===== config.mk =====
export PLATFORM = sky130hd
export DESIGN_NAME = keypad_scan
export DESIGN_NICKNAME = d
export VERILOG_FILES = /design/src/rtl/keypad_pkg.sv /design/src/rtl/keypad_debounce.sv /design/src/rtl/keypad_scan.sv
export SDC_FILE = /design/constraint.sdc
export NUM_CORES = 1
export LEC_CHECK = 0
export CAP_MARGIN = 20
export CORE_MARGIN = 1.5
export CORE_UTILIZATION = 40
export CTS_BUF_LIST = sky130_fd_sc_hd__clkbuf_8
export CTS_CLUSTER_SIZE = 30
export DETAILED_ROUTE_END_ITERATION = 12
export PLACE_DENSITY = 0.62
export SLEW_MARGIN = 0
export SYNTH_ARGS = -nofsm -noshare
export SYNTH_HDL_FRONTEND = slang
export SYNTH_SLANG_ARGS = --single-unit

===== constraint.sdc =====
create_clock -name clk -period 9.74 [get_ports clk]
set_input_delay 2.435 -clock clk [delete_from_list [all_inputs] [get_ports clk]]
set_output_delay 2.435 -clock clk [all_outputs]
set_load 0.005 [all_outputs]

===== src/rtl/keypad_pkg.sv =====
// keypad_pkg: shared constants, row FSM states and the matrix-position to
// key-index mapping for the 4x3 keypad scanner.
//   NUM_ROWS / NUM_COLS : matrix geometry
//   SNAP_W              : width of a full-scan snapshot (one bit per key)
//   KEY_STAR / KEY_HASH : key indices of '*' and '#'
//   key_index()         : (row, col) -> key index, digits map to themselves
package keypad_pkg;
    localparam int NUM_ROWS = 4;
    localparam int NUM_COLS = 3;
    localparam int SNAP_W   = NUM_ROWS * NUM_COLS;
    localparam int KEY_STAR = 10;
    localparam int KEY_HASH = 11;

    typedef enum logic [1:0] {ROW0, ROW1, ROW2, ROW3} row_state_t;

    // Rows 0..2 hold digits 1..9 left to right; row 3 is '*', '0', '#'.
    function automatic logic [3:0] key_index(input logic [1:0] row, input logic [1:0] col);
        logic [3:0] idx;
        if (row == 2'd3) begin
            case (col)
                2'd0:    idx = 4'(KEY_STAR);
                2'd1:    idx = 4'd0;
                default: idx = 4'(KEY_HASH);
            endcase
        end else begin
            idx = 4'(row * 3 + col + 1);
        end
        return idx;
    endfunction
endpackage


===== src/rtl/keypad_debounce.sv =====
// keypad_debounce: accepts a new debounced key state once DB_CNT consecutive
// full-scan snapshots agree, then emits registered one-cycle press pulses.
//   clk, rst   : clock, synchronous active-low reset
//   scan_end   : strobe, snap holds a complete scan this cycle
//   snap       : full-scan snapshot, 1 = pressed
//   key_pulse  : one-cycle pulse per newly pressed key
//   key_code   : index of the last single-key press
//   key_valid  : exactly one key newly pressed this cycle
//   key_held   : any debounced key down
module keypad_debounce
    import keypad_pkg::*;
#(
    parameter int DB_CNT = 4
) (
    input  logic              clk,
    input  logic              rst,
    input  logic              scan_end,
    input  logic [SNAP_W-1:0] snap,
    output logic [SNAP_W-1:0] key_pulse,
    output logic [3:0]        key_code,
    output logic              key_valid,
    output logic              key_held
);
    localparam int CNT_W = $clog2(DB_CNT + 1);
    localparam logic [CNT_W-1:0] CNT_MAX = CNT_W'(DB_CNT);

    logic [SNAP_W-1:0] prev, deb, deb_nxt, pulse_nxt;
    logic [CNT_W-1:0]  cnt, cnt_nxt;
    logic [3:0]        code_nxt;
    logic              one_hot;

    always_comb begin
        cnt_nxt  = cnt;
        deb_nxt  = deb;
        if (scan_end) begin
            if (snap == prev)
                cnt_nxt = (cnt == CNT_MAX) ? cnt : cnt + 1'b1;
            else
                cnt_nxt = CNT_W'(1);
            if (cnt_nxt == CNT_MAX)
                deb_nxt = snap;
        end
        // Rising edges of the debounced state; releases never pulse.
        pulse_nxt = deb_nxt & ~deb;
        one_hot   = ($countones(pulse_nxt) == 1);
        code_nxt  = key_code;
        for (int i = 0; i < SNAP_W; i++)
            if (pulse_nxt[i]) code_nxt = 4'(i);
    end

    always_ff @(posedge clk) begin
        if (!rst) begin
            prev      <= '0;
            cnt       <= '0;
            deb       <= '0;
            key_pulse <= '0;
            key_code  <= '0;
            key_valid <= 1'b0;
            key_held  <= 1'b0;
        end else begin
            if (scan_end) prev <= snap;
            cnt       <= cnt_nxt;
            deb       <= deb_nxt;
            key_pulse <= pulse_nxt;
            key_valid <= one_hot;
            if (one_hot) key_code <= code_nxt;
            key_held  <= |deb_nxt;
        end
    end
endmodule


===== src/rtl/keypad_scan.sv =====
// keypad_scan: scans a 4x3 active-low matrix keypad, synchronises the
// columns, builds full-scan snapshots and hands them to keypad_debounce.
//   clk, rst   : clock, synchronous active-low reset
//   col_in     : keypad columns, pulled up, 0 = pressed on driven row (async)
//   row_out    : active-low row drive, one row low at a time
//   key_pulse  : one-cycle press pulses (0-9 digits, 10 '*', 11 '#')
//   key_code   : index of the last single-key press
//   key_valid  : exactly one key newly pressed this cycle
//   key_held   : any debounced key down
module keypad_scan
    import keypad_pkg::*;
#(
    parameter int SCAN_DIV = 1000,
    parameter int DB_CNT   = 4
) (
    input  logic        clk,
    input  logic        rst,
    input  logic [2:0]  col_in,
    output logic [3:0]  row_out,
    output logic [11:0] key_pulse,
    output logic [3:0]  key_code,
    output logic        key_valid,
    output logic        key_held
);
    localparam int DIV_W = $clog2(SCAN_DIV);
    localparam logic [DIV_W-1:0] DIV_LAST = DIV_W'(SCAN_DIV - 1);

    logic [2:0]        col_meta, col_sync;
    row_state_t        state, state_nxt;
    logic [DIV_W-1:0]  div;
    logic              row_last, scan_end;
    logic [SNAP_W-1:0] snap, snap_nxt;

    always_ff @(posedge clk) begin
        if (!rst) begin
            col_meta <= '0;
            col_sync <= '0;
            state    <= ROW0;
            div      <= '0;
            snap     <= '0;
        end else begin
            col_meta <= col_in;
            col_sync <= col_meta;
            state    <= state_nxt;
            div      <= row_last ? '0 : div + 1'b1;
            snap     <= snap_nxt;
        end
    end

    always_comb begin
        state_nxt = state;
        row_out   = 4'b1111;
        row_last  = (div == DIV_LAST);
        case (state)
            ROW0: begin row_out = 4'b1110; if (row_last) state_nxt = ROW1; end
            ROW1: begin row_out = 4'b1101; if (row_last) state_nxt = ROW2; end
            ROW2: begin row_out = 4'b1011; if (row_last) state_nxt = ROW3; end
            default: begin row_out = 4'b0111; if (row_last) state_nxt = ROW0; end
        endcase
        // Sampling on the last cycle of the window leaves the two-flop
        // synchroniser time to settle after the row drive changed.
        snap_nxt = snap;
        if (row_last)
            for (int c = 0; c < NUM_COLS; c++)
                snap_nxt[key_index(2'(state), 2'(c))] = ~col_sync[c];
        scan_end = row_last && (state == ROW3);
    end

    // snap_nxt already carries the row-3 bits on the scan-end cycle.
    keypad_debounce #(.DB_CNT(DB_CNT)) u_debounce (
        .clk       (clk),
        .rst       (rst),
        .scan_end  (scan_end),
        .snap      (snap_nxt),
        .key_pulse (key_pulse),
        .key_code  (key_code),
        .key_valid (key_valid),
        .key_held  (key_held)
    );
endmodule


Word level (Yosys, flattened, before mapping)
Index checks and enable logic that the tools add are counted.
Widths: inputs -> output; s select.
{ "word_totals": {"reg_bits": 75, "latchBits": 0, "ram_bits": 0, "romBits": 0, "out_inout_bits": 22, "n_memories": 0} }
{ "op_classes": {"n_addsub": 17, "n_mul": 1, "n_div": 0, "magnitude_cmp": 6, "eq_ne": 8, "shifts": 0, "muxes": 39, "bitwise": 6, "n_reduce_logical": 9} }
{ "ops": {"columns": ["operator", "count"], "rows": [
  ["$add 32x32->32", 5],
  ["$mux 4", 18],
  ["$bwmux 12", 3],
  ["$mux 12", 3],
  ["$eq 32x2->1 const B", 1],
  ["$lt 4x5->1 const B", 3],
  ["$add 1x1->2", 6],
  ["$add 4x1->4 const B", 3],
  ["$and 12x12->12", 1],
  ["$demux 1 s4", 3],
  ["$eq 12x12->1", 1],
  ["$ge 4x1->1 const B", 3],
  ["$not 12->12", 1],
  ["$pmux 4 s3", 1],
  ["$reduce_bool 12->1", 1],
  ["$reduce_or 12->1", 1],
  ["$add 10x1->10 const B", 1],
  ["$eq 10x10->1 const B", 1],
  ["$mux 3", 3],
  ["$mux 2", 4],
  ["$eq 3x3->1 const B", 2],
  ["$pmux 2 s3", 1],
  ["$add 4x2->4 const B", 1],
  ["$eq 2x2->1 const B", 2],
  ["9 further kinds", 17]
]} }

Depth between registers and ports, before layout
Gate-level depths: netlist of the first run.
{ "logic_depth": {"word_depth": 31, "mapped_depth": 27, "mapped_depth_nobuf": 24} }

By module
Synthesis of the first run repeated with hierarchy kept, for this count alone.
{ "hier_totals": {"hier_cells": 490, "hier_area_um2": 4222.8} }
{ "by_module_without_submodules": {"columns": ["module", "instances", "cells_each", "area_each_um2"], "rows": [
  ["keypad_debounce", 1, 285, 2511.2],
  ["keypad_scan", 1, 205, 1711.6]
]} }

Least setup slack after synthesis of the first run
Ideal clock, no wire load.
{ "synth_timing": {"kind": "reg2reg", "from": "register state[0]", "to": "register u_debounce.key_code[0]", "arrival_time_ns": 6.688, "required_time_ns": 9.639, "path_slack_ns": 2.951, "stages_incl_launch_ff": 25, "n_path_buf": 2, "synth_period_minus_slack_ns": 6.789, "path_cell_list": "dfxtp_1 > inv_1 > ha_1 > buf_2 > and3b_1 > a211o_1 > and3_1 > or3_1 > a2111oi_2 > nand4_1 > nor4_4 > buf_2 > nand2_1 > fa_1 > fa_1 > fa_1 > inv_1 > ha_1 > fa_1 > nor2_1 > and4b_1 > o311ai_0 > or4_1 > and2_1 > o41ai_1"} }
{ "synth_via": {"elab_chain_len": 30} }
{ "synth_lines": {"columns": ["element", "line_no", "source"], "rows": [
  ["start, declared", "keypad_scan.sv:29", "row_state_t state, state_nxt;"],
  ["start signal, assigned", "keypad_scan.sv:44", "state <= state_nxt;"],
  ["$mul 2x2->4", "keypad_pkg.sv:26", "idx = 4'(row * 3 + col + 1);"],
  ["$add 4x1->4", "keypad_pkg.sv:26", null],
  ["$add 4x1->4 or $mux 4 (tied branches)", "keypad_pkg.sv:26, keypad_pkg.sv:19", null],
  ["$mux 4, on equally long branches", "keypad_pkg.sv:19, keypad_scan.sv:63", null],
  ["$mux 4, or another cell as far along", "keypad_scan.sv:63", "if (row_last)"],
  ["$lt 4x5->1 (not written as such), or another cell as far along", "keypad_scan.sv:65", "snap_nxt[key_index(2'(state), 2'(c))] = ~col_sync[c];"],
  ["$logic_and 1x1->1 (not written as such) or $mux 1 (tied branches)", "keypad_scan.sv:65", null],
  ["$mux 1 (not written as such) or $demux 1 s4 (tied branches)", "keypad_scan.sv:65", null],
  ["[4 not listed]", null, null],
  ["$eq 12x12->1", "keypad_debounce.sv:36", "if (snap == prev)"],
  ["$mux 3", "keypad_debounce.sv:36", null],
  ["$mux 3", "keypad_debounce.sv:35", "if (scan_end) begin"],
  ["$eq 3x3->1", "keypad_debounce.sv:40", "if (cnt_nxt == CNT_MAX)"],
  ["$mux 12", "keypad_debounce.sv:40", null],
  ["$mux 12 (*)", "keypad_debounce.sv:35", null],
  ["$and 12x12->12 (*)", "keypad_debounce.sv:44", "pulse_nxt = deb_nxt & ~deb;"],
  ["parallel branches: the longest is 11 deep, another holds $add 32x32->32", null, null],
  ["end signal, assigned", "keypad_debounce.sv:66", "if (one_hot) key_code <= code_nxt;"],
  ["end, declared", "keypad_debounce.sv:20", "output logic [3:0] key_code,"]
]} }
Mark *: on every way between the ends. The select of a mux whose other input is x is not followed.
A chain may end at the register's enable or synchronous reset.

Worst setup path after layout of the first run
{ "layout_timing": {"from": "register state[0]", "to": "register u_debounce.key_code[2]"} }
Same word-level chain as after synthesis.

==> results.py, run 1 <==
metrics = {
    "outcome": {
        "outcome": "finished clean",
    },
    "cts": {
        "clk_pin_slew_ps": 80,
        "post-cts-setup-buffers": 0,
        "cts_tree": "done",
        "cts_resized": 0,
        "root_buffer": "clkbuf_8",
        "clk_path_buf_depth": 2,
        "htreeDepth": 3,
        "clk_latency_ps": 360,
        "cts_hold_buf": 0,
        "numCtsBuffers": 9,
        "clock-sinks": 75,
    },
    "timing": {
        "slew_violations": 0,
        "setup_viol": 0,
        "tightest_slew_ps": 733.7,
        "rsz0062_at_grt": "false",
        "tns_ps": 0,
        "max_freq_ghz": 0.1341,
        "finalHoldViolCount": 0,
        "relSlewSlack_pct": 50.91,
        "fin_crit_ps": 7457,
        "clock_skew_ps": 10.92,
        "timing.final.crit_share_pct": 76.57,
    },
    "global_routing": {
        "grt_pass1_wl_um": 18770,
        "grt_pass1_vias": 3686,
        "antenna_found_initial": 0,
        "grt.overflow.total": 0,
        "grt_max_degree": 36,
        "grtUsageTotal_pct": 20.97,
    },
    "floorplanning": {
        "io_pins": 27,
        "initial_utilization_pct": 40.85,
        "row_count": 38,
        "die_h_um": 108.0,
        "core_um2": 10790,
        "die_w_um": 108.0,
        "die_area_um2": 11660,
    },
    "route": {
        "vias": 3828,
        "drc": 0,
        "wirelength_um": 11440,
        "wl_per_cell_um": 16.29,
        "dr.pass1.iters": 5,
        "ant_nets": 0,
        "drt-initial-drc-count": 278,
        "vias_per_cell": 5.453,
    },
    "yosys": {
        "netlist_instances": 541,
        "async_reset_ff_share_pct": 0,
        "ys_ff_latch": 75,
        "synth_edf_count": 0,
        "yosys.cell_types.count": 60,
        "synth_seq_area_share_pct": 34.05,
        "synth_warnings": 0,
        "syn_nets": 575,
        "synth_ff_type": "dfxtp_1",
        "syn-cell-area_um2": 4409,
        "syn_area_per_cell_um2": 8.150,
    },
    "finish": {
        "layout_commonest_cell": "dfxtp_1",
        "antenna_cells": 0,
        "drive_gt1_share_pct": 5.516,
        "fin_nets": 591,
        "final_cell_mix": "dfxtp_1, nor2_1, nand2_1",
        "fin_cells": 702,
        "design_area_um2": 5002,
        "synthToLayoutAreaGrowth_pct": 13.45,
    },
    "power_and_ir_drop": {
        "leakage_nw": 2.061,
        "ir_drop_mv": 0.06114,
        "seqPwrFrac_pct": 52.2,
        "sw_frac_of_total_pct": 22.14,
        "p_sw_mw": 0.1319,
        "p_int_mw": 0.4641,
        "powerDensity_nw_per_um2": 119.1,
        "combPwrFrac_pct": 2.0,
        "clkPwrFrac_pct": 45.9,
    },
    "critical_path": {
        "critical_path.max_fanout": 35,
        "crit_type": "flip-flop to flip-flop",
        "critPathCaptureType": "flip-flop",
        "crit_chain": "inv_1 > ha_1 > and3b_1 > a211o_1 > and3_1 > or3_1 > a2111oi_2 > nand4_1 > nor4_4 > buf_4 > nand2_1 > fa_1 > fa_1 > fa_1 > inv_1 > ha_1 > fa_1 > o21ai_0 > and4b_1 > o311ai_0 > or4_1 > and2_1 > o41ai_1",
        "critPathArrivalTime_ps": 7720,
        "crit_family": "adder cells",
        "slowest_delay_ps": 580,
        "worstPathRequired_ps": 10000,
        "crit_path_top_delay_cell": "fa_1",
        "critical_path_buf_inv_count": 3,
        "crit_top_cell": "fa_1",
        "cp-start-kind": "flip-flop",
    },
    "worst_hold_path": {
        "hold_class": "flip-flop to flip-flop",
    },
    "run": {
        "drv_cap": 0,
    },
    "placement": {
        "io_buffer_count": 26,
        "gp_congestion": 0.8845,
        "placed_cells": 686,
        "post_dp_cell_area_um2": 4776,
        "dp_hpwl_um": 8317,
    },
}
[Yosys cell counts, drive strengths merged (4+ instances only)]
cell / number / share of area (%)
dfxtp: 75 / 34
nor2: 72 / 6.1
nand2: 49 / 4.2
inv: 36 / 3.1
a21oi: 30 / 3.4
ha: 22 / 6.2
clkbuf: 20 / 1.7
mux2i: 17 / 3.9
nand3: 17 / 1.9
and2: 16 / 2.3
xor2: 13 / 2.6
nor3: 12 / 1.4
a211oi: 11 / 1.9
and3: 10 / 1.4
nand2b: 10 / 1.4
o21ai: 10 / 1.1
nand4: 9 / 1.3
nor2b: 9 / 1.3
fa: 7 / 3.2
nor4: 7 / 1.3
xnor2: 7 / 1.4
buf: 6 / 0.71
o31ai: 6 / 1.0
a21o: 5 / 0.85
and4b: 5 / 1.1
nand3b: 5 / 0.85
or3: 5 / 0.71
a31oi: 4 / 0.57
[final timing paths]
path / startpoint / endpoint / slack, ps / depth (start not counted)
max: state[0] / u_debounce.key_code[2] / 2280 / 23
min: col_meta[2] / col_sync[2] / 440 / 1
max reg2reg: state[0] / u_debounce.key_code[2] / 2280 / 23
min reg2reg: col_meta[2] / col_sync[2] / 440 / 1
[cell families after synthesis]
kind of cell    count (synthesis)  synth area share, %
simple gates                  236                27.04
buf+inv                        62                5.477
mux                            20                4.625
flops                          75                34.05
fa+ha+maj                      29                9.421
compound gates                 99                15.41
xor+xnor                       20                3.973
[metrics by stage]
step	util, %	hold WS, ps	power [mW]	setup WS (ps)
2_1_floorplan	-	411.9	0.3245	2951
3_3_place_gp	44.25	421.8	0.3299	2570
3_5_place_dp	44.25	421.4	0.3299	2346
4_1_cts	46.35	441.9	0.6021	2302
5_1_grt	46.35	460.5	0.6188	1819
6_report	46.35	438.5	0.5960	2283
[final cells by class]
class,instances,area (µm²)
clock inverters,6,88.84
multi-input cells,404,2666
clock buffers,10,137.6
repair buffers,31,297.8
flip-flops and latches,75,1501
inverters,36,135.1
well taps,140,175.2
fillers,1037,5791
[routing by layer]
layer / track usage (%) / vias to the layer above / part of all wire (%)
li1: - / 1911 / -
met1: 28.84 / 1801 / 48
met2: 32.23 / 101 / 45
met3: 3.496 / 15 / 4.8
met4: 9.398 / 0 / 1.9
met5: 0 / - / 0
[power by group through the flow]
stage	registers (mW)	clock network, mW	logic (mW)
floorplan	0.317	0	0.00755
global placement	0.318	0	0.0119
detailed placement	0.318	0	0.0118
CTS	0.311	0.279	0.0119
global route	0.311	0.294	0.0134
finish	0.311	0.273	0.0117
[state kept, by name, summed over array words and instances (netlist names), 2 cells and up]
register              cells
u_debounce.key_code       4
snap                     12
div                      10
u_debounce.key_pulse     12
u_debounce.cnt            3
state                     2
u_debounce.prev          12
col_sync                  3
col_meta                  3
u_debounce.deb           12
(Power assumes the default switching activity.)
==> run 2: changes to the inputs <==
==> constraint.sdc (replaced) <==
create_clock -name clk -period 7.4 [get_ports clk]
set_input_delay 1.85 -clock clk [delete_from_list [all_inputs] [get_ports clk]]
set_output_delay 1.85 -clock clk [all_outputs]
set_load 0.005 [all_outputs]
==> results.py, run 2 (same netlist as run 1, synthesis figures left out) <==
metrics = {
    "placement": {
        "post_dp_cell_area_um2": 4858,
        "gp_congestion": 0.8852,
        "dp_hpwl_um": 8572,
        "io_buffer_count": 26,
        "dp_slack_ps": 246.6,
    },
    "power_and_ir_drop": {
        "leakage_nw": 2.147,
        "powerDensity_nw_per_um2": 160.5,
        "ir_drop_mv": 0.09586,
    },
    "finish": {
        "drive_gt1_share_pct": 9.582,
        "synthToLayoutAreaGrowth_pct": 17.22,
        "final_cell_mix": "dfxtp_1, nor2_1, nand2_1",
        "n_fill_cell": 1047,
        "design_area_um2": 5169,
        "layout_commonest_cell": "dfxtp_1",
        "fin_nets": 603,
        "antenna_cells": 0,
    },
    "floorplanning": {
        "die_w_um": 108.0,
        "row_count": 38,
        "io_pins": 27,
        "die_h_um": 108.0,
        "initial_utilization_pct": 40.85,
        "core_um2": 10790,
        "die_area_um2": 11660,
    },
    "cts": {
        "cts_tree": "done",
        "clk_latency_ps": 350,
        "clk_path_buf_depth": 2,
        "numCtsBuffers": 9,
        "clk_pin_slew_ps": 80,
        "clock-sinks": 75,
        "cts_hold_buf": 0,
        "root_buffer": "clkbuf_8",
        "htreeDepth": 3,
    },
    "critical_path": {
        "cp-start-kind": "flip-flop",
        "critical_path_buf_inv_count": 3,
        "worstPathRequired_ps": 7650,
        "critPathArrivalTime_ps": 7310,
        "crit_type": "flip-flop to flip-flop",
        "crit_chain": "inv_1 > ha_2 > and3b_1 > a211o_1 > and3_1 > or3_1 > a2111oi_2 > nand4_1 > nor4_4 > buf_4 > nand2_1 > fa_1 > fa_1 > fa_1 > inv_1 > ha_1 > fa_1 > o21ai_0 > and4b_2 > o311ai_0 > or4_4 > and2_1 > o41ai_1",
        "critical_path.max_fanout": 11,
        "crit_family": "simple AND/OR/NAND/NOR gates",
        "slowest_delay_ps": 580,
        "critPathCaptureType": "flip-flop",
        "crit_path_top_delay_cell": "fa_1",
        "crit_top_cell": "fa_1",
    },
    "timing": {
        "setup_slack_ps": 334.5,
        "tightest_slew_ps": 637.8,
        "slew_violations": 0,
        "max_freq_ghz": 0.1415,
        "clock_skew_ps": 11.13,
        "rsz0062_at_grt": "false",
        "setup_viol": 0,
        "relSlewSlack_pct": 57.32,
        "fin_crit_ps": 7065,
        "timing.final.crit_share_pct": 95.48,
        "tns_ps": 0,
        "finalHoldViolCount": 0,
    },
    "global_routing": {
        "grt_pass1_vias": 3895,
        "grtUsageTotal_pct": 21.43,
        "grt_max_degree": 37,
        "grt.overflow.total": 0,
        "grt_pass1_wl_um": 19490,
        "antenna_found_initial": 0,
    },
    "route": {
        "vias_per_cell": 5.584,
        "wl_per_cell_um": 16.64,
        "dr.pass1.iters": 5,
        "drt-initial-drc-count": 292,
        "ant_nets": 0,
        "vias": 3987,
        "wirelength_um": 11880,
        "drc": 0,
    },
    "run": {
        "drv_cap": 0,
    },
    "worst_hold_path": {
        "hold_class": "flip-flop to flip-flop",
    },
    "outcome": {
        "outcome": "finished clean",
    },
}
## run 2: cell types whose count changed in the layout (fill, tap and decap cells not counted), sizes merged
cell / change
clkinv: -1
bufinv: +1
clkinvlp: -2
clkbuf: +2
buf: +12
## run 2: layer usage
layer,GRT usage [%],routed length [µm]
met1,29.01,5448
met2,33.59,5483
met3,3.797,608
met4,9.117,341
met5,0,0
## run 2: area by class of cell
cell class	instances	area, µm²	area share [%]
clock buffer	12	165.2	3.195
clock inverter	4	95.09	1.840
inverter	36	135.1	2.614
multi-input combinational	404	2706	52.36
sequential	75	1504	29.10
tap	140	175.2	3.389
timing repair buffer	43	387.9	7.504
## run 2: repair_timing
item / in CTS / in global routing
setup endpoints to repair: 0 / 3
setup buffers: 0 / 1
resized for setup: 0 / 14
## run 2: stage by stage
step | hold WS [ps] | instances | total power, mW | util [%]
after floorplan | 411.9 | 541 | 0.4272 | -
after global placement | 412.5 | 697 | 0.4347 | 45.02
after detailed placement | 422.6 | 697 | 0.4349 | 45.02
after CTS | 443.0 | 713 | 0.8352 | 47.43
after global routing | 480.5 | 714 | 0.8577 | 47.89
final | 440.4 | 714 | 0.8296 | 47.89
## run 2: path summary, 6_finish.rpt
path / depth (start not counted) / slack (ps) / end / startpoint
max: 23 / 330 / u_debounce.key_code[2] / state[0]
min: 1 / 440 / col_sync[0] / col_meta[0]
max reg2reg: 23 / 330 / u_debounce.key_code[2] / state[0]
min reg2reg: 1 / 440 / col_sync[0] / col_meta[0]
## run 2: where the power goes
| group | switching (mW) | internal [mW] | total [mW] |
|---|---|---|---|
| clock network | 0.153 | 0.251 | 0.404 |
| registers | 0.00327 | 0.406 | 0.409 |
| logic | 0.0103 | 0.00594 | 0.0162 |
| total | 0.166 | 0.663 | 0.830 |
